[config.mk]
export PLATFORM = sky130hd
export DESIGN_NAME = change_dispenser
export DESIGN_NICKNAME = d
export VERILOG_FILES = /design/src/rtl/change_dispenser_pkg.sv /design/src/rtl/change_dispenser_coin_inventory_counter.sv /design/src/rtl/change_dispenser.sv
export SDC_FILE = /design/constraint.sdc
export NUM_CORES = 1
export LEC_CHECK = 0
export BUFFER_PORTS_ARGS = -buffer_cell sky130_fd_sc_hd__buf_2
export CORE_MARGIN = 4
export CORE_UTILIZATION = 54
export CTS_BUF_LIST = sky130_fd_sc_hd__clkbuf_4 sky130_fd_sc_hd__clkbuf_8
export CTS_CLUSTER_SIZE = 20
export DETAILED_ROUTE_END_ITERATION = 16
export PLACE_DENSITY_LB_ADDON = 0.08
export REMOVE_ABC_BUFFERS = 1
export SYNTH_ARGS = -nofsm -noshare
export SYNTH_HDL_FRONTEND = slang
export SYNTH_HIERARCHICAL = 1
export SYNTH_SLANG_ARGS = --single-unit
[constraint.sdc]
create_clock -name clock -period 2.3 [get_ports clock]
set_clock_uncertainty 0.15 [all_clocks]
set_input_delay 0.46 -clock clock [delete_from_list [all_inputs] [get_ports clock]]
set_output_delay 0.46 -clock clock [all_outputs]
set_load 0.05 [all_outputs]
[src/rtl/change_dispenser_pkg.sv]
// Shared vending types for the change payout path: FSM states, coin encoding and coin values.
package change_dispenser_pkg;

    typedef enum logic [2:0] {
        IDLE,
        SELECT,
        EJECT,
        GAP,
        DONE,
        JAM
    } state_t;

    typedef enum logic {
        NICKEL = 1'b0,
        DIME   = 1'b1
    } coin_t;

    localparam int unsigned NICKEL_UNITS = 1;
    localparam int unsigned DIME_UNITS   = 2;

    // Value of one coin in nickel units
    function automatic int unsigned coin_units(input coin_t coin);
        return (coin == DIME) ? DIME_UNITS : NICKEL_UNITS;
    endfunction

endpackage

[src/rtl/change_dispenser_coin_inventory_counter.sv]
// Saturating inventory counter: +1 per load pulse (clipped at all-ones), -1 per dispensed coin.
module coin_inventory_counter #(
    parameter int unsigned W    = 8,
    parameter int unsigned INIT = 0
) (
    input  logic         clock,
    input  logic         reset,
    input  logic         load,
    input  logic         dec,
    output logic [W-1:0] count
);

    logic [W-1:0] count_inc;
    logic [W-1:0] count_n;

    // Saturate first, then decrement: a simultaneous load and dec at all-ones nets to -1
    always_comb begin
        count_inc = count;
        if (load && (count != {W{1'b1}})) begin
            count_inc = count + W'(1);
        end
        count_n = dec ? (count_inc - W'(1)) : count_inc;
    end

    always_ff @(posedge clock or posedge reset) begin
        if (reset) begin
            count <= W'(INIT);
        end else begin
            count <= count_n;
        end
    end

endmodule

[src/rtl/change_dispenser.sv]
// Change payout FSM: greedy dime-first ejects confirmed by the hopper sensor, with jam timeout and inventory.
module change_dispenser
    import change_dispenser_pkg::*;
#(
    parameter int unsigned AMT_W        = 5,
    parameter int unsigned CNT_W        = 8,
    parameter int unsigned INIT_NICKELS = 0,
    parameter int unsigned INIT_DIMES   = 0,
    parameter int unsigned TIMEOUT      = 16,
    parameter int unsigned GAP_CYCLES   = 2
) (
    input  logic             clock,
    input  logic             reset,
    input  logic             req_valid,
    input  logic [AMT_W-1:0] req_amount,
    output logic             req_ready,
    input  logic             load_nickel,
    input  logic             load_dime,
    input  logic             coin_sensed,
    input  logic             clear_jam,
    output logic             nickel_eject,
    output logic             dime_eject,
    output logic             done,
    output logic             short_flag,
    output logic [AMT_W-1:0] shortfall,
    output logic             jam,
    output logic [CNT_W-1:0] nickel_count,
    output logic [CNT_W-1:0] dime_count
);

    localparam int unsigned TIMER_W = $clog2(TIMEOUT) + 1;
    localparam int unsigned GAP_W   = $clog2(GAP_CYCLES) + 1;

    state_t             state, state_n;
    coin_t              coin, coin_n;
    logic [AMT_W-1:0]   remaining, remaining_n;
    logic [TIMER_W-1:0] timer, timer_n;
    logic [GAP_W-1:0]   gap_cnt, gap_cnt_n;
    logic               dec_nickel_c;
    logic               dec_dime_c;

    coin_inventory_counter #(
        .W    (CNT_W),
        .INIT (INIT_NICKELS)
    ) u_nickel_inv (
        .clock (clock),
        .reset (reset),
        .load  (load_nickel),
        .dec   (dec_nickel_c),
        .count (nickel_count)
    );

    coin_inventory_counter #(
        .W    (CNT_W),
        .INIT (INIT_DIMES)
    ) u_dime_inv (
        .clock (clock),
        .reset (reset),
        .load  (load_dime),
        .dec   (dec_dime_c),
        .count (dime_count)
    );

    always_ff @(posedge clock or posedge reset) begin
        if (reset) begin
            state     <= IDLE;
            coin      <= NICKEL;
            remaining <= '0;
            timer     <= '0;
            gap_cnt   <= '0;
        end else begin
            state     <= state_n;
            coin      <= coin_n;
            remaining <= remaining_n;
            timer     <= timer_n;
            gap_cnt   <= gap_cnt_n;
        end
    end

    always_comb begin
        state_n      = state;
        coin_n       = coin;
        remaining_n  = remaining;
        timer_n      = timer;
        gap_cnt_n    = gap_cnt;
        dec_nickel_c = 1'b0;
        dec_dime_c   = 1'b0;

        unique case (state)
            IDLE: begin
                // Accept only once the registered ready is visible to the requester
                if (req_valid && req_ready) begin
                    remaining_n = req_amount;
                    state_n     = (req_amount == '0) ? DONE : SELECT;
                end
            end
            SELECT: begin
                timer_n = '0;
                if ((remaining >= AMT_W'(DIME_UNITS)) && (dime_count != '0)) begin
                    coin_n  = DIME;
                    state_n = EJECT;
                end else if ((remaining >= AMT_W'(NICKEL_UNITS)) && (nickel_count != '0)) begin
                    coin_n  = NICKEL;
                    state_n = EJECT;
                end else begin
                    state_n = DONE;
                end
            end
            EJECT: begin
                // A sensed coin wins over a same-cycle timeout
                if (coin_sensed) begin
                    dec_dime_c   = (coin == DIME);
                    dec_nickel_c = (coin == NICKEL);
                    remaining_n  = remaining - AMT_W'(coin_units(coin));
                    gap_cnt_n    = '0;
                    state_n      = GAP;
                end else if (timer == TIMER_W'(TIMEOUT - 1)) begin
                    state_n = JAM;
                end else begin
                    timer_n = timer + TIMER_W'(1);
                end
            end
            GAP: begin
                if (gap_cnt == GAP_W'(GAP_CYCLES - 1)) begin
                    state_n = SELECT;
                end else begin
                    gap_cnt_n = gap_cnt + GAP_W'(1);
                end
            end
            DONE: begin
                state_n = IDLE;
            end
            JAM: begin
                if (clear_jam) begin
                    state_n = DONE;
                end
            end
            default: begin
                state_n = IDLE;
            end
        endcase
    end

    // Registered outputs follow the current state one cycle later
    always_ff @(posedge clock or posedge reset) begin
        if (reset) begin
            req_ready    <= 1'b1;
            nickel_eject <= 1'b0;
            dime_eject   <= 1'b0;
            done         <= 1'b0;
            short_flag   <= 1'b0;
            shortfall    <= '0;
            jam          <= 1'b0;
        end else begin
            req_ready    <= (state == IDLE);
            nickel_eject <= (state == EJECT) && (coin == NICKEL);
            dime_eject   <= (state == EJECT) && (coin == DIME);
            done         <= (state == DONE);
            jam          <= (state == JAM);
            if (state == DONE) begin
                shortfall  <= remaining;
                short_flag <= (remaining != '0);
            end
        end
    end

endmodule

# == After elaboration in Yosys (flattened, before gate mapping) ==
# Cells that the tools add are included.
# totals
wordCells,91
input_bits,12
regBits,43
# classes
n_bitwise,1
n_addsub,7
muxes,29
eq_ne,17
n_reduce_logical,21
n_lt_le_gt_ge,2
# ops
operator,n
two-way mux 8 bit,4
two-way mux 3 bit,8
two-way mux 5 bit,4
one-hot mux 5 bit (2 select lines),2
adder 8 x 1 -> 8 bit (second input constant),2
inequality test 8 bit (second input constant),2
nonzero test 8 bit,2
subtractor 8 x 1 -> 8 bit (second input constant),2
one-hot mux 3 bit (5 select lines),1
inequality test 2 bit (second input constant),7
AND reduction 3 bit,3
nonzero test 2 bit,4
logical AND 1 bit,7
equality test 3 x 2 -> 1 bit (second input constant),2
equality test 3 bit (second input constant),2
two-way mux 1 bit,6
two-way mux 2 bit,3
adder 5 x 1 -> 5 bit (second input constant),1
equality test 5 x 4 -> 1 bit (second input constant),1
greater-or-equal comparator 5 x 1 -> 1 bit (second input constant),1
greater-or-equal comparator 5 x 2 -> 1 bit (second input constant),1
logical NOT 5 bit,1
nonzero test 5 bit,1
subtractor 5 x 2 -> 5 bit,1
9 further kinds,9

# == Logic depth before layout (Yosys ltp) ==
# Gate-level depths: netlist (run 1).
# logic_depth
depth_word,5
ltp_mapped,9

# == Cells and area by module ==
# The synthesis (run 1) kept the hierarchy.
# modules_own_cells
mod,cells_per_inst,instances,area_each_um2
change_dispenser,149,1,1476.4
coin_inventory_counter,72,2,643.1

# == Least setup slack after synthesis (run 1) ==
# OpenSTA, ideal clock, no wires.
# synth_path
path_kind,register to register
from,register u_dime_inv.count[0]
to,register u_dime_inv.count[6]
path_slack_ns,-0.248
arrival_time_ns,2.319
n_path_buf,0
stages_incl_launch_ff,10
required_time_ns,2.071
cell_sequence,dfrtp_1 ha_1 nand4_1 o21ai_4 mux2i_1 ha_1 nand2_1 o21bai_1 a21oi_1 xor2_1
# synth_via
elab_chain_len,5
elab_cells_between_ends,6
classes_between,2 x add/sub; 1 x eq/ne; 2 x mux; 1 x reduce/logical
# synth_rtl
item,line_no,source
from (decl),change_dispenser_coin_inventory_counter.sv:10,output logic [W-1:0] count
from (signal assigned),change_dispenser_coin_inventory_counter.sv:27,count <= W'(INIT);
from (signal assigned),change_dispenser_coin_inventory_counter.sv:29,count <= count_n;
branches (longest 2 deep; another with adder 8 x 1 -> 8 bit),n/a,
two-way mux 8 bit (*),change_dispenser_coin_inventory_counter.sv:19,if (load && (count != {W{1'b1}})) begin
subtractor 8 x 1 -> 8 bit,change_dispenser_coin_inventory_counter.sv:22,count_n = dec ? (count_inc - W'(1)) : count_inc;
two-way mux 8 bit (*),change_dispenser_coin_inventory_counter.sv:22,
via u_dime_inv.count_n[6],change_dispenser_coin_inventory_counter.sv:14,logic [W-1:0] count_n;
# Mark *: on every way through the listed nets, which the timed path passes.
# A chain may end at the register's enable or synchronous reset.

# == Final worst setup path (run 1) ==
# layout_path
from,register u_nickel_inv.count[0]
to,register u_nickel_inv.count[6]
# layout_via
elab_chain_len,5
elab_cells_between_ends,6
classes_between,2 x add/sub; 1 x eq/ne; 2 x mux; 1 x reduce/logical
# layout_rtl
item,line_no
from (decl),change_dispenser_coin_inventory_counter.sv:10
from (signal assigned),change_dispenser_coin_inventory_counter.sv:27
from (signal assigned),change_dispenser_coin_inventory_counter.sv:29
branches (longest 2 deep; another with adder 8 x 1 -> 8 bit),n/a
two-way mux 8 bit (*),change_dispenser_coin_inventory_counter.sv:19
subtractor 8 x 1 -> 8 bit,change_dispenser_coin_inventory_counter.sv:22
two-way mux 8 bit (*),change_dispenser_coin_inventory_counter.sv:22
via u_nickel_inv.count_n[6],change_dispenser_coin_inventory_counter.sv:14
# Marks and branches as above.

==> results.sh, run 1 <==
export IMPL_outcome="completed"
export IMPL_numClockSinks=43
export IMPL_crit_family="compound AO/OA/AOI/OAI gates"
export IMPL_met1_length_um=2875
export IMPL_ant_nets=0
export IMPL_crit_path_frequent_cell="ha_1"
export IMPL_reg2reg_from="u_nickel_inv/count[0]"
export IMPL_r2r_end="u_nickel_inv/count[6]"
export IMPL_fin_setup_tns_ns=0
export IMPL_fp_dieW_um=79.53
export IMPL_initial_utilization=0.5698
export IMPL_nNetsFinal=376
export IMPL_cpMaxStageDelayCell="dfrtp_1"
export IMPL_syn_inst=293
export IMPL_cp_cell_sequence="ha_1, nand4_1, o21ai_4, mux2i_2, ha_1, nand2_1, o21bai_1, a21oi_1, xor2_1"
export IMPL_dr_wl_met3_um=329
export IMPL_routed_wl_um=6427
export IMPL_arrival_ns=2.25
export IMPL_synth_distinct_cells=57
export IMPL_avgSynthCellArea_um2=9.429
export IMPL_min_period_ns=2.180
export IMPL_syn_to_final_growth_pct=20.34
export IMPL_final_core_util=0.6857
export IMPL_drv_slew=0
export IMPL_root_buffer="clkbuf_8"
export IMPL_crit_start="u_nickel_inv/count[0]"
export IMPL_clk_pin_slew_ns=0.08
export IMPL_rsz0062_at_grt="yes"
export IMPL_setup_viol=0
export IMPL_synth_ff_type="dfrtp_1"
export IMPL_initialDrtViolationCount=137
export IMPL_drtPass1Iterations=4
export IMPL_grt_pass1_wl_um=10890
export IMPL_p_leak_nw=1.493
export IMPL_cp_required_ns=2.37
export IMPL_viasPerCell=5.754
export IMPL_whs_path_depth=1
export IMPL_drive_gt1_frac=0.3014
export IMPL_instances_no_fill=422
export IMPL_hold_start="timer[2]"
export IMPL_max_freq_mhz=458.6
export IMPL_drv_cap=0
export IMPL_worst_path_buf_inv=0
export IMPL_vdd_drop_max_v=0.0007513
export IMPL_path_class="reg -> reg"
export IMPL_cts_buffers=5
export IMPL_finalHoldViolations=0
export IMPL_synth_area_um2=2763
export IMPL_p_switching_mw=2.646
export IMPL_p_seq_frac=0.275
export IMPL_final_cell_area_um2=3324
export IMPL_placed_cells_incl_taps=411
export IMPL_cts_tree="done"
export IMPL_yosys_warnings=6
export IMPL_clockBufferDepth=2
export IMPL_grt_max_degree=28
export IMPL_reg2reg_slack_ns=0.12
export IMPL_die_area_um2=6324
export IMPL_slowest_delay_ns=0.35
export IMPL_yosysSeqAreaShare=0.3899
export IMPL_num_rows=25
export IMPL_synthDominantCellAreaShare=0.3804
export IMPL_synth_edff_count=0
export IMPL_route_detailed_wl_per_inst_um=15.23
export IMPL_endpoint_kind="flip-flop"
export IMPL_coreArea_um2=4848
export IMPL_top_level_ports=39
export IMPL_final_common_cell="buf_2"
export IMPL_powerDensity_nw_per_um2=1546
export IMPL_fill_cells=401
export IMPL_htreeDepth=2
export IMPL_grt_usage=0.2195
export IMPL_gp_congestion=0.9340
export IMPL_ys_ff_latch=43
export IMPL_clockPowerShare=0.105
export IMPL_whs_ns=0.3485
export IMPL_yosysTopAreaCell="dfrtp_1"
export IMPL_p_int_mw=2.493
export IMPL_placed_area_um2=3142
export IMPL_top_layer="met4"
export IMPL_antenna_found_initial=0
export IMPL_met2WireLength_um=3128
export IMPL_hp_class="reg -> reg"
export IMPL_via_count=2428
export IMPL_drcViolationCount=0
export IMPL_async_reset_ff_frac=1.000
export IMPL_die_h_um=79.53
export IMPL_pwr_share_comb=0.621
export IMPL_crit_path_max_fanout=3
export IMPL_swShare=0.5149
export IMPL_grt_pass1_vias=2289
export IMPL_insertion_delay_ns=0.30
export IMPL_cp_depth=9
export IMPL_layout_common_cells="buf_2 (38), dfrtp_1 (37), nor2_1 (28)"
export IMPL_ys_top_cells_by_area="dfrtp_1 (38%), ha_1 (4.1%), a21oi_1 (4.0%)"
export IMPL_overflow=0
export IMPL_max_slew_margin_rel=0.5802
export IMPL_fin_crit_sh=0.9480
export IMPL_worst_slew_pin_slew_ns=0.6239
export IMPL_diodes=0
export IMPL_whs_endpoint="timer[2]"
export IMPL_port_buffers=38
export IMPL_post_dp_hpwl_um=4784
export IMPL_startpoint_type="flip-flop"
export IMPL_reg2reg_depth=9
[power groups by stage]
stage / clock network (mW) / logic, mW / registers [mW]
3_5_place_dp: 0 / 3.08 / 1.41
3_3_place_gp: 0 / 3.03 / 1.39
2_1_floorplan: 0 / 1.35 / 2.25
6_report: 0.538 / 3.19 / 1.41
4_1_cts: 0.559 / 3.11 / 1.40
5_1_grt: 0.584 / 3.48 / 1.47
[registers in the layout (all words and copies together) (netlist names), 2 cells and up]
signal              cells
u_dime_inv/count        8
shortfall               5
u_nickel_inv/count      8
gap_cnt                 2
remaining               5
timer                   5
state                   3
[cells in the mapped netlist, types with 3 or more instances]
cell / number
dfrtp_1: 42
mux2_2: 7
nand2b_1: 3
nor4_1: 6
and3_1: 3
nor3b_1: 5
ha_1: 9
and2b_1: 6
a21oi_1: 22
and3_2: 4
o21bai_1: 5
a31oi_1: 6
buf_2: 3
xnor2_1: 5
nand3_1: 6
nor2_1: 29
o21ai_0: 11
inv_1: 15
xor2_1: 10
nand2_1: 24
nor3_1: 5
nand4_1: 7
mux2i_1: 9
[worst max path at each step]
stage,end,slack (ns)
after floorplan,u_dime_inv/count[6],-0.26
after global placement,state[2],0.20
after detailed placement,u_nickel_inv/count[6],0.15
after CTS,u_nickel_inv/count[6],0.13
after global routing,u_nickel_inv/count[6],-0.03
final,u_nickel_inv/count[6],0.12
[worst register-to-register path, stage by stage, from the launching register on]
cell,delay (ns)
dfrtp_1,0.35
ha_1,0.18
nand4_1,0.14
o21ai_4,0.24
mux2i_2,0.29
ha_1,0.18
nand2_1,0.07
o21bai_1,0.18
a21oi_1,0.18
xor2_1,0.16
[logic make-up after synthesis]
logic type      after synthesis  share of synthesized area
flops                        43                     0.3899
fa+ha+maj                    10                    0.04801
mux                          16                    0.06114
buf+inv                      22                    0.03668
xor+xnor                     15                    0.04755
compound gates               72                     0.1861
simple gates                115                     0.2305
[cell type report]
class / count / area, um2 / area share
inverter: 15 / 56.30 / 0.01694
sequential: 43 / 1084 / 0.3259
tap: 67 / 83.83 / 0.02522
clock buffer: 8 / 103.9 / 0.03124
timing repair buffer: 61 / 365.4 / 0.1099
multi-input combinational: 228 / 1632 / 0.4908
[stage by stage]
step / power [mW] / worst slack [ns]
after floorplan: 3.595 / -0.2569
after global placement: 4.421 / 0.2026
after detailed placement: 4.495 / 0.1540
after CTS: 5.067 / 0.1267
after global routing: 5.529 / -0.02732
final: 5.139 / 0.1197
[layer usage]
metal | vias to the layer above | GRT usage
met5 | - | 0
met4 | 0 | 0.07560
met3 | 8 | 0.03499
met2 | 76 | 0.3556
met1 | 1139 | 0.2983
li1 | 1205 | -
[repair_timing]
action / in CTS / in global routing
hold endpoints to repair: 16 / 0
resized for setup: 0 / 15
hold buffers: 1 / 0
endpoints found under the setup margin: 0 / 3
setup buffers: 0 / 2
Note: power is estimated with default switching activity, not from simulation.
==> run 2: changes to the inputs <==
- CORE_ASPECT_RATIO: not set -> 2
==> results.sh, run 2 (synthesized netlist as in run 1, its figures left out) <==
export IMPL_grt_max_degree=28
export IMPL_final_cell_area_um2=3329
export IMPL_nNetsFinal=375
export IMPL_fin_crit_sh=0.9639
export IMPL_total_power_mw=5.276
export IMPL_overflow=0
export IMPL_grt_usage=0.2266
export IMPL_cts_buffers=5
export IMPL_max_freq_mhz=451.1
export IMPL_initialDrtViolationCount=151
export IMPL_grt_pass1_wl_um=11140
export IMPL_numClockSinks=43
export IMPL_clk_pin_slew_ns=0.09
export IMPL_finalHoldViolations=0
export IMPL_p_leak_nw=1.498
export IMPL_insertion_delay_ns=0.31
export IMPL_powerDensity_nw_per_um2=1585
export IMPL_drv_slew=0
export IMPL_gp_congestion=0.9485
export IMPL_swShare=0.5037
export IMPL_reg2reg_slack_ns=0.08
export IMPL_diodes=0
export IMPL_drv_cap=0
export IMPL_path_class="reg -> reg"
export IMPL_endpoint_kind="flip-flop"
export IMPL_hp_class="in -> reg"
export IMPL_worst_slew_pin_slew_ns=0.4958
export IMPL_cts_tree="done"
export IMPL_vdd_drop_max_v=0.001008
export IMPL_reg2reg_from="u_nickel_inv/count[0]"
export IMPL_setup_viol=0
export IMPL_p_seq_frac=0.272
export IMPL_post_dp_hpwl_um=5135
export IMPL_min_period_ns=2.217
export IMPL_reg2reg_depth=9
export IMPL_routed_wl_um=6758
export IMPL_outcome="completed"
export IMPL_cp_required_ns=2.37
export IMPL_arrival_ns=2.29
export IMPL_startpoint_type="flip-flop"
export IMPL_clockPowerShare=0.134
export IMPL_root_buffer="clkbuf_8"
export IMPL_whs_endpoint="remaining[2]"
export IMPL_die_area_um2=6393
export IMPL_drcViolationCount=0
export IMPL_grt_pass1_vias=2411
export IMPL_htreeDepth=2
export IMPL_pwr_share_comb=0.594
export IMPL_num_rows=36
export IMPL_coreArea_um2=4910
export IMPL_clockBufferDepth=2
export IMPL_drtPass1Iterations=4
export IMPL_hold_start="req_amount[2]"
export IMPL_route_detailed_wl_per_inst_um=16.44
export IMPL_via_count=2427
export IMPL_p_switching_mw=2.657
export IMPL_r2r_end="u_nickel_inv/count[4]"
export IMPL_largestRegisters="u_dime_inv/count: 8 flops, u_nickel_inv/count: 8 flops"
export IMPL_fp_dieW_um=58.58
export IMPL_drive_gt1_frac=0.2910
export IMPL_die_h_um=109.2
export IMPL_layout_common_cells="dfrtp_1 (38), buf_2 (38), nor2_1 (29)"
export IMPL_antenna_found_initial=0
export IMPL_whs_ns=0.3360
export IMPL_p_int_mw=2.618
export IMPL_pre_cts_ws_ns=0.1954
export IMPL_viasPerCell=5.905
export IMPL_crit_path_max_fanout=3
export IMPL_max_slew_margin_rel=0.6664
export IMPL_whs_path_depth=3
export IMPL_placed_area_um2=3137
export IMPL_instances_no_fill=411
export IMPL_placed_cells_incl_taps=402
export IMPL_initial_utilization=0.5627
export IMPL_port_buffers=38
export IMPL_timing_final_ws_setup_ns=0.08312
export IMPL_ant_nets=0
export IMPL_top_level_ports=39
export IMPL_syn_to_final_growth_pct=20.52
export IMPL_rsz0062_at_grt="yes"
==> run 2: stage by stage <==
stage / util / TNS [ns]
after global placement: 0.6389 / 0
final: 0.6781 / 0
after detailed placement: 0.6389 / 0
after CTS: 0.6687 / 0
after global routing: 0.6781 / -0.02149
after floorplan: - / -1.220
==> run 2: how the worst max path moves through the flow <==
stage                     startpoint  slack (ns)  cells after the start                     to
2_1_floorplan    u_dime_inv/count[0]       -0.26                      9    u_dime_inv/count[6]
3_3_place_gp             coin_sensed        0.21                      5               state[2]
3_5_place_dp   u_nickel_inv/count[2]        0.20                      8  u_nickel_inv/count[6]
4_1_cts        u_nickel_inv/count[2]        0.13                      8  u_nickel_inv/count[6]
5_1_grt        u_nickel_inv/count[0]       -0.02                      9  u_nickel_inv/count[6]
6_report       u_nickel_inv/count[0]        0.08                      9  u_nickel_inv/count[4]
==> run 2: final cells by class <==
class / instances / area (um2)
clock buffers: 5 / 68.82
inverters: 15 / 56.30
repair buffers: 60 / 357.8
multi-input cells: 228 / 1625
well taps: 57 / 71.32
fillers: 416 / 1580
clock inverters: 3 / 67.56
flip-flops and latches: 43 / 1082
==> run 2: critical path: stages, from the launching register on <==
cell      delay, ns
dfrtp_1        0.36
ha_2           0.18
nand4_1        0.13
o21ai_4        0.26
mux2i_2        0.29
ha_2           0.20
nand2_1        0.08
o21bai_4       0.19
nor2_1         0.15
xor2_1         0.16
==> run 2: power by group through the flow <==
stage,Sequential [mW],Combinational (mW),Clock (mW)
after floorplan,2.25,1.35,0
after global placement,1.42,3.03,0
after detailed placement,1.44,3.05,0
after CTS,1.42,3.07,0.729
after global routing,1.50,3.43,0.755
final,1.44,3.13,0.707
==> run 2: repair_timing <==
item,in CTS,in global routing
setup buffers,0,0
hold endpoints to repair,16,0
hold buffers,1,0
setup endpoints to repair,0,4
resized for setup,0,13
==> run 2: metal layers <==
metal  GRT usage  wire [um]
met5           0          0
met2      0.3944       3627
met3     0.03673        277
met1      0.2599       2597
met4      0.1167        255
